### config.mk
export PLATFORM = sky130hd
export DESIGN_NAME = l2_mp_trace_buffer
export DESIGN_NICKNAME = d
export VERILOG_FILES = /design/src/rtl/l2_mp_trace_pkg.sv /design/src/rtl/l2_mp_trace_buffer_chan_fifo.sv /design/src/rtl/l2_mp_trace_buffer.sv
export SDC_FILE = /design/constraint.sdc
export NUM_CORES = 2
export LEC_CHECK = 0
export CORE_MARGIN = 5
export CORE_UTILIZATION = 50
export DETAILED_ROUTE_END_ITERATION = 12
export GPL_ROUTABILITY_DRIVEN = 0
export PLACE_DENSITY = 0.75
export SETUP_SLACK_MARGIN = 0.15
export SYNTH_ARGS = -nofsm -noshare
export SYNTH_HDL_FRONTEND = slang
export SYNTH_SLANG_ARGS = --single-unit
export TNS_END_PERCENT = 5
### constraint.sdc
create_clock -name clock -period 13.2 [get_ports clock]
set_input_delay 1.32 -clock clock [delete_from_list [all_inputs] [get_ports clock]]
set_output_delay 1.32 -clock clock [all_outputs]
set_load 0.02 [all_outputs]
### src/rtl/l2_mp_trace_pkg.sv
// Package: l2_mp_trace_pkg
// Shared types and default parameters for the L2 main-pipe trace buffer.
//   - DEF_*        : default parameter values used by l2_mp_trace_buffer
//   - trace_rec_t  : one buffered entry, {stamp, payload}
//   - l2_mp_rec_t  : field layout of the 64-bit main-pipe debug record
//   - pack_mp_rec  : flattens an l2_mp_rec_t into a payload word
package l2_mp_trace_pkg;

    localparam int unsigned DEF_NUM_CH  = 2;
    localparam int unsigned DEF_REC_W   = 64;
    localparam int unsigned DEF_DEPTH   = 8;
    localparam int unsigned DEF_STAMP_W = 64;
    localparam int unsigned DEF_DROP_W  = 16;

    typedef struct packed {
        logic [DEF_STAMP_W-1:0] stamp;
        logic [DEF_REC_W-1:0]   payload;
    } trace_rec_t;

    // Main-pipe record layout, MSB first; totals DEF_REC_W bits.
    typedef struct packed {
        logic [31:0] tag;
        logic [11:0] sset;
        logic [3:0]  meta_wway;
        logic [3:0]  opcode;
        logic [2:0]  channel;
        logic [8:0]  misc;
    } l2_mp_rec_t;

    function automatic logic [DEF_REC_W-1:0] pack_mp_rec(input l2_mp_rec_t rec);
        return rec;
    endfunction

endpackage

### src/rtl/l2_mp_trace_buffer_chan_fifo.sv
// Module: trace_chan_fifo
// Single-clock 1W1R FIFO holding one trace channel's entries.
// Ports:
//   clock, reset  : clock and asynchronous active-high reset (empties FIFO)
//   push, wdata   : write strobe and entry; caller must not push when full
//                   unless popping in the same cycle
//   pop           : read strobe; caller must not pop when empty
//   rdata         : head entry (valid while !empty)
//   level         : occupancy, DEPTH when full
//   full, empty   : occupancy flags
module trace_chan_fifo #(
    parameter  int unsigned DEPTH = 8,
    parameter  int unsigned W     = 128,
    localparam int unsigned AW    = $clog2(DEPTH),
    localparam int unsigned LW    = $clog2(DEPTH + 1)
) (
    input  logic          clock,
    input  logic          reset,
    input  logic          push,
    input  logic          pop,
    input  logic [W-1:0]  wdata,
    output logic [W-1:0]  rdata,
    output logic [LW-1:0] level,
    output logic          full,
    output logic          empty
);

    logic [W-1:0]  mem [DEPTH];
    logic [AW-1:0] wptr;
    logic [AW-1:0] rptr;
    logic [LW-1:0] count;

    // Storage needs no reset: occupancy alone decides what is valid.
    always_ff @(posedge clock) begin
        if (push) begin
            mem[wptr] <= wdata;
        end
    end

    always_ff @(posedge clock or posedge reset) begin
        if (reset) begin
            wptr  <= '0;
            rptr  <= '0;
            count <= '0;
        end else begin
            if (push) begin
                wptr <= wptr + AW'(1);
            end
            if (pop) begin
                rptr <= rptr + AW'(1);
            end
            case ({push, pop})
                2'b10:   count <= count + LW'(1);
                2'b01:   count <= count - LW'(1);
                default: count <= count;
            endcase
        end
    end

    assign rdata = mem[rptr];
    assign level = count;
    assign full  = (count == LW'(DEPTH));
    assign empty = (count == '0);

endmodule

### src/rtl/l2_mp_trace_buffer.sv
// Module: l2_mp_trace_buffer
// Multi-channel trace capture: each channel pushes a record that is stamped
// and queued in its own FIFO; a round-robin drain presents one record per
// cycle on a valid/ready port. Pushes to a full channel are dropped and
// counted so the source pipeline never stalls.
// Ports:
//   clock, reset        : clock, asynchronous active-high reset
//   freeze              : 1 ignores all pushes (not counted); drain continues
//   stamp               : cycle stamp captured with each accepted push
//   in_valid, in_data   : per-channel push strobe, channel c at [c*REC_W +: REC_W]
//   out_valid/out_ready : drain handshake
//   out_ch, out_data,
//   out_stamp           : presented record, its channel and capture stamp
//   drop_cnt            : per-channel saturating drop counters
//   level               : per-channel FIFO occupancy
module l2_mp_trace_buffer
    import l2_mp_trace_pkg::*;
#(
    parameter  int unsigned NUM_CH  = DEF_NUM_CH,
    parameter  int unsigned REC_W   = DEF_REC_W,
    parameter  int unsigned DEPTH   = DEF_DEPTH,
    parameter  int unsigned STAMP_W = DEF_STAMP_W,
    parameter  int unsigned DROP_W  = DEF_DROP_W,
    localparam int unsigned CW      = (NUM_CH > 1) ? $clog2(NUM_CH) : 1,
    localparam int unsigned LW      = $clog2(DEPTH + 1)
) (
    input  logic                     clock,
    input  logic                     reset,
    input  logic                     freeze,
    input  logic [STAMP_W-1:0]       stamp,
    input  logic [NUM_CH-1:0]        in_valid,
    input  logic [NUM_CH*REC_W-1:0]  in_data,
    output logic                     out_valid,
    input  logic                     out_ready,
    output logic [CW-1:0]            out_ch,
    output logic [REC_W-1:0]         out_data,
    output logic [STAMP_W-1:0]       out_stamp,
    output logic [NUM_CH*DROP_W-1:0] drop_cnt,
    output logic [NUM_CH*LW-1:0]     level
);

    localparam int unsigned ENT_W = STAMP_W + REC_W;

    logic [NUM_CH-1:0] push;
    logic [NUM_CH-1:0] pop;
    logic [NUM_CH-1:0] drop;
    logic [NUM_CH-1:0] full;
    logic [NUM_CH-1:0] empty;
    logic [ENT_W-1:0]  head [NUM_CH];

    logic [CW-1:0] rr_ptr;
    logic [CW-1:0] rr_next;
    logic [CW-1:0] grant;
    logic [CW-1:0] lock_ch;
    logic          lock;
    logic          accept;
    int unsigned   arb_idx;

    assign out_valid = |(~empty);
    assign accept    = out_valid && out_ready;

    // Scan from the farthest offset down to rr_ptr so the nearest
    // non-empty channel at or after rr_ptr is the last one written.
    always_comb begin
        grant   = rr_ptr;
        arb_idx = 0;
        if (lock) begin
            grant = lock_ch;
        end else begin
            for (int unsigned i = NUM_CH; i > 0; i--) begin
                arb_idx = 32'(rr_ptr) + (i - 1);
                if (arb_idx >= NUM_CH) begin
                    arb_idx = arb_idx - NUM_CH;
                end
                if (!empty[CW'(arb_idx)]) begin
                    grant = CW'(arb_idx);
                end
            end
        end
    end

    always_comb begin
        if (NUM_CH == 1 || grant == CW'(NUM_CH - 1)) begin
            rr_next = '0;
        end else begin
            rr_next = grant + CW'(1);
        end
    end

    // A presented record that is not accepted pins the grant until the
    // accepting cycle, so the output stays stable while others fill.
    always_ff @(posedge clock or posedge reset) begin
        if (reset) begin
            rr_ptr  <= '0;
            lock    <= 1'b0;
            lock_ch <= '0;
        end else if (accept) begin
            rr_ptr <= rr_next;
            lock   <= 1'b0;
        end else if (out_valid) begin
            lock    <= 1'b1;
            lock_ch <= grant;
        end
    end

    assign out_ch    = grant;
    assign out_data  = head[grant][REC_W-1:0];
    assign out_stamp = head[grant][ENT_W-1 -: STAMP_W];

    for (genvar c = 0; c < NUM_CH; c++) begin : g_ch
        logic [DROP_W-1:0] drops;

        assign pop[c]  = accept && (grant == CW'(c));
        // A full channel that is popping this cycle still has room.
        assign push[c] = in_valid[c] && !freeze && (!full[c] || pop[c]);
        assign drop[c] = in_valid[c] && !freeze && full[c] && !pop[c];

        trace_chan_fifo #(
            .DEPTH (DEPTH),
            .W     (ENT_W)
        ) u_fifo (
            .clock (clock),
            .reset (reset),
            .push  (push[c]),
            .pop   (pop[c]),
            .wdata ({stamp, in_data[c*REC_W +: REC_W]}),
            .rdata (head[c]),
            .level (level[c*LW +: LW]),
            .full  (full[c]),
            .empty (empty[c])
        );

        always_ff @(posedge clock or posedge reset) begin
            if (reset) begin
                drops <= '0;
            end else if (drop[c] && drops != '1) begin
                drops <= drops + DROP_W'(1);
            end
        end

        assign drop_cnt[c*DROP_W +: DROP_W] = drops;
    end

endmodule

==> results.ini <==
[power_and_ir_drop]
ir_drop_uv = 177
p_leak_nw = 29.5
pwr-share-comb = 0.312
switchingPower_mw = 6.29
power_frac_clock = 0.284
power_density_mw_per_mm2 = 217
switching_share = 0.309
pwr-share-seq = 0.404
power_mw = 20.3
p_int_mw = 14.1

[route]
first_iter_violations = 3871
top_layer = met5
routed_wl_um = 179000
via_per_inst = 5.97
drt_pass1_iterations = 6
vias = 37900
met2WireLength_um = 89200
drc_errors = 0
antenna_left = 0
wl_per_cell_um = 28.2
dr_wl_met3_um = 14200
wl_met1_um = 70600

[floorplan]
die_x_um = 411
io_pins = 368
initial_core_util = 0.502
design.core.area_mm2 = 0.160
rows = 147
die_height_um = 411
die_area_mm2 = 0.169

[sta]
setup_slack_ns = 6.47
fin_tns_setup_ns = 0
rsz0062_at_grt = no
drv_slew = 0
finalCritPeriodShare = 0.510
whs_ns = 0.481
maxSlewHeadroom = 0.160
setup_viol = 0
skew_ns = 0.0570
post-route-min-period_ns = 6.73
worst_slew_pin_slew_ns = 1.26
finalHoldViolations = 0
fmax_mhz = 149

[finish]
nNetsFinal = 4200
drive_gt1_frac = 0.221
layout_common_cells = edfxtp_1 (2048), mux4_2 (512), clkdlybuf4s50_1 (367)
syn_to_final_growth_pct = 16.3
final_common_cell = edfxtp_1

[critical_path]
regToRegStartpoint = g_ch[1].u_fifo.level[0]
crit_path_start = g_ch[0].u_fifo.level[0]
r2r-end = g_ch[0].u_fifo.mem[7][59]
crit_type = reg2out
worst-endpoint-required_ns = 11.88
path_max_fanout = 77
cp-start-kind = register
rrSetupSlack_ns = 8.55
cp.arrival_ns = 5.41
cp-end-kind = output pin
rr_worst_depth = 7

[hold_path]
hold_end = g_ch[1].drops[15]
holdPathStages = 1
hp-start = g_ch[1].drops[15]
min-delay-path-class = reg2reg

[synth]
syn_area_per_cell_um2 = 22.7
ys.flop_type = edfxtp_1
ys_ff_latch = 2103
synth_edf_count = 2048
synthesis.area_mm2 = 0.0805
synth_cell_types = 60
ys_seq_area_frac = 0.781
async_flop_share = 0.0262
yosysWarnings = 0
syn_inst = 3549
synth_fp_nets = 3755

[flow_run]
drv_cap = 0

[cts]
cts_hold_buf = 0
ctsResizeCount = 0
cts_root_buffer = clkbuf_16
post_cts.repair.setup_buffers = 0
cts.sinks = 2103
clockBufferDepth = 3
cts_buffers = 205
htreeDepth = 4
path_clk_slew_ns = 0.06
clk_latency_ns = 0.85
cts_tree = built

[placed_design]
dp_slack_ns = 7.28
port_buffers = 367
dp_hpwl_um = 96500

[global_routing]
grt_usage = 0.213
overflow = 0
grt_max_degree = 135
grt_pass1_wl_um = 263000
grt_pass1_vias = 39200
antenna_found_initial = 43

[outcome]
status = completed

==> critical path, stage by stage, from the launching register on <==
cell	delay, ns
dfrtp_1	0.48
nor4_4	0.45
a21oi_1	0.17
o31ai_4	0.18
buf_4	0.49
buf_4	0.73
buf_4	0.75
a211oi_1	0.14
a21oi_1	0.31
clkdlybuf4s50_1	0.66
==> cells in the mapped netlist, types with 13 or more instances <==
cell type / number / area [µm²]
a211oi_1: 128 / 961
a21oi_1: 132 / 661
buf_1: 17 / 63.8
buf_2: 57 / 285
clkbuf_1: 119 / 447
dfrtp_1: 55 / 1380
edfxtp_1: 2048 / 61500
mux2i_1: 128 / 1280
mux4_2: 512 / 11500
nand2_1: 18 / 67.6
nand3_1: 13 / 65.1
nand4_1: 13 / 81.3
nor2_1: 26 / 97.6
nor2b_1: 130 / 813
xnor2_1: 19 / 166
xor2_1: 22 / 193
==> metrics by stage <==
stage | utilization | instances | instance area (µm²)
after floorplan | - | 3549 | 80500
after detailed placement | 0.541 | 5947 | 86800
after global routing | 0.584 | 6338 | 93600
after global placement | 0.541 | 5947 | 86800
after CTS | 0.584 | 6328 | 93600
final | 0.584 | 6354 | 93700
==> worst max path at each step <==
| stage | endpoint |
|---|---|
| CTS | out_data[61] |
| global route | out_data[58] |
| finish | out_data[60] |
| global placement | out_data[61] |
| detailed placement | out_data[61] |
| floorplan | g_ch[0].u_fifo.mem[0][0] |
==> area by class of cell <==
type	count	area (µm²)
antenna	26	65.1
clock buffer	244	5320
clock inverter	137	1460
fill	11300	66700
inverter	10	37.5
multi-input combinational	1240	16900
sequential	2103	62900
tap	2160	2700
timing repair buffer	434	4290
==> kinds of logic after synthesis <==
family / after synthesis / share of synthesized area
flip-flops: 2103 / 0.781
multiplexers: 649 / 0.160
AO/OA/AOI/OAI: 292 / 0.0236
AND/OR/NAND/NOR: 250 / 0.0190
buffers and inverters: 206 / 0.0107
XOR/XNOR: 41 / 0.00446
adder cells (fa/ha/maj): 8 / 0.00124
==> state kept, by name, indices dropped and copies added (netlist names) <==
name               cells
g_ch.u_fifo.mem     2048
g_ch.drops            32
g_ch.u_fifo.level      8
g_ch.u_fifo.rptr       6
g_ch.u_fifo.wptr       6
lock                   1
lock_ch                1
rr_ptr                 1
==> power groups by stage <==
stage	Clock (mW)	Sequential [mW]	Combinational, mW
floorplan	0	8.26	4.20
global placement	0	8.33	6.39
detailed placement	0	8.36	6.44
CTS	5.88	8.23	6.48
global route	6.18	8.27	6.75
finish	5.77	8.22	6.35
==> per-layer routing <==
| metal | vias to the layer above | GRT usage |
|---|---|---|
| li1 | 15900 | - |
| met1 | 20200 | 0.286 |
| met2 | 1472 | 0.347 |
| met3 | 291 | 0.0508 |
| met4 | 22 | 0.0691 |
| met5 | - | 0 |
Power figures use the tool's default switching activity.
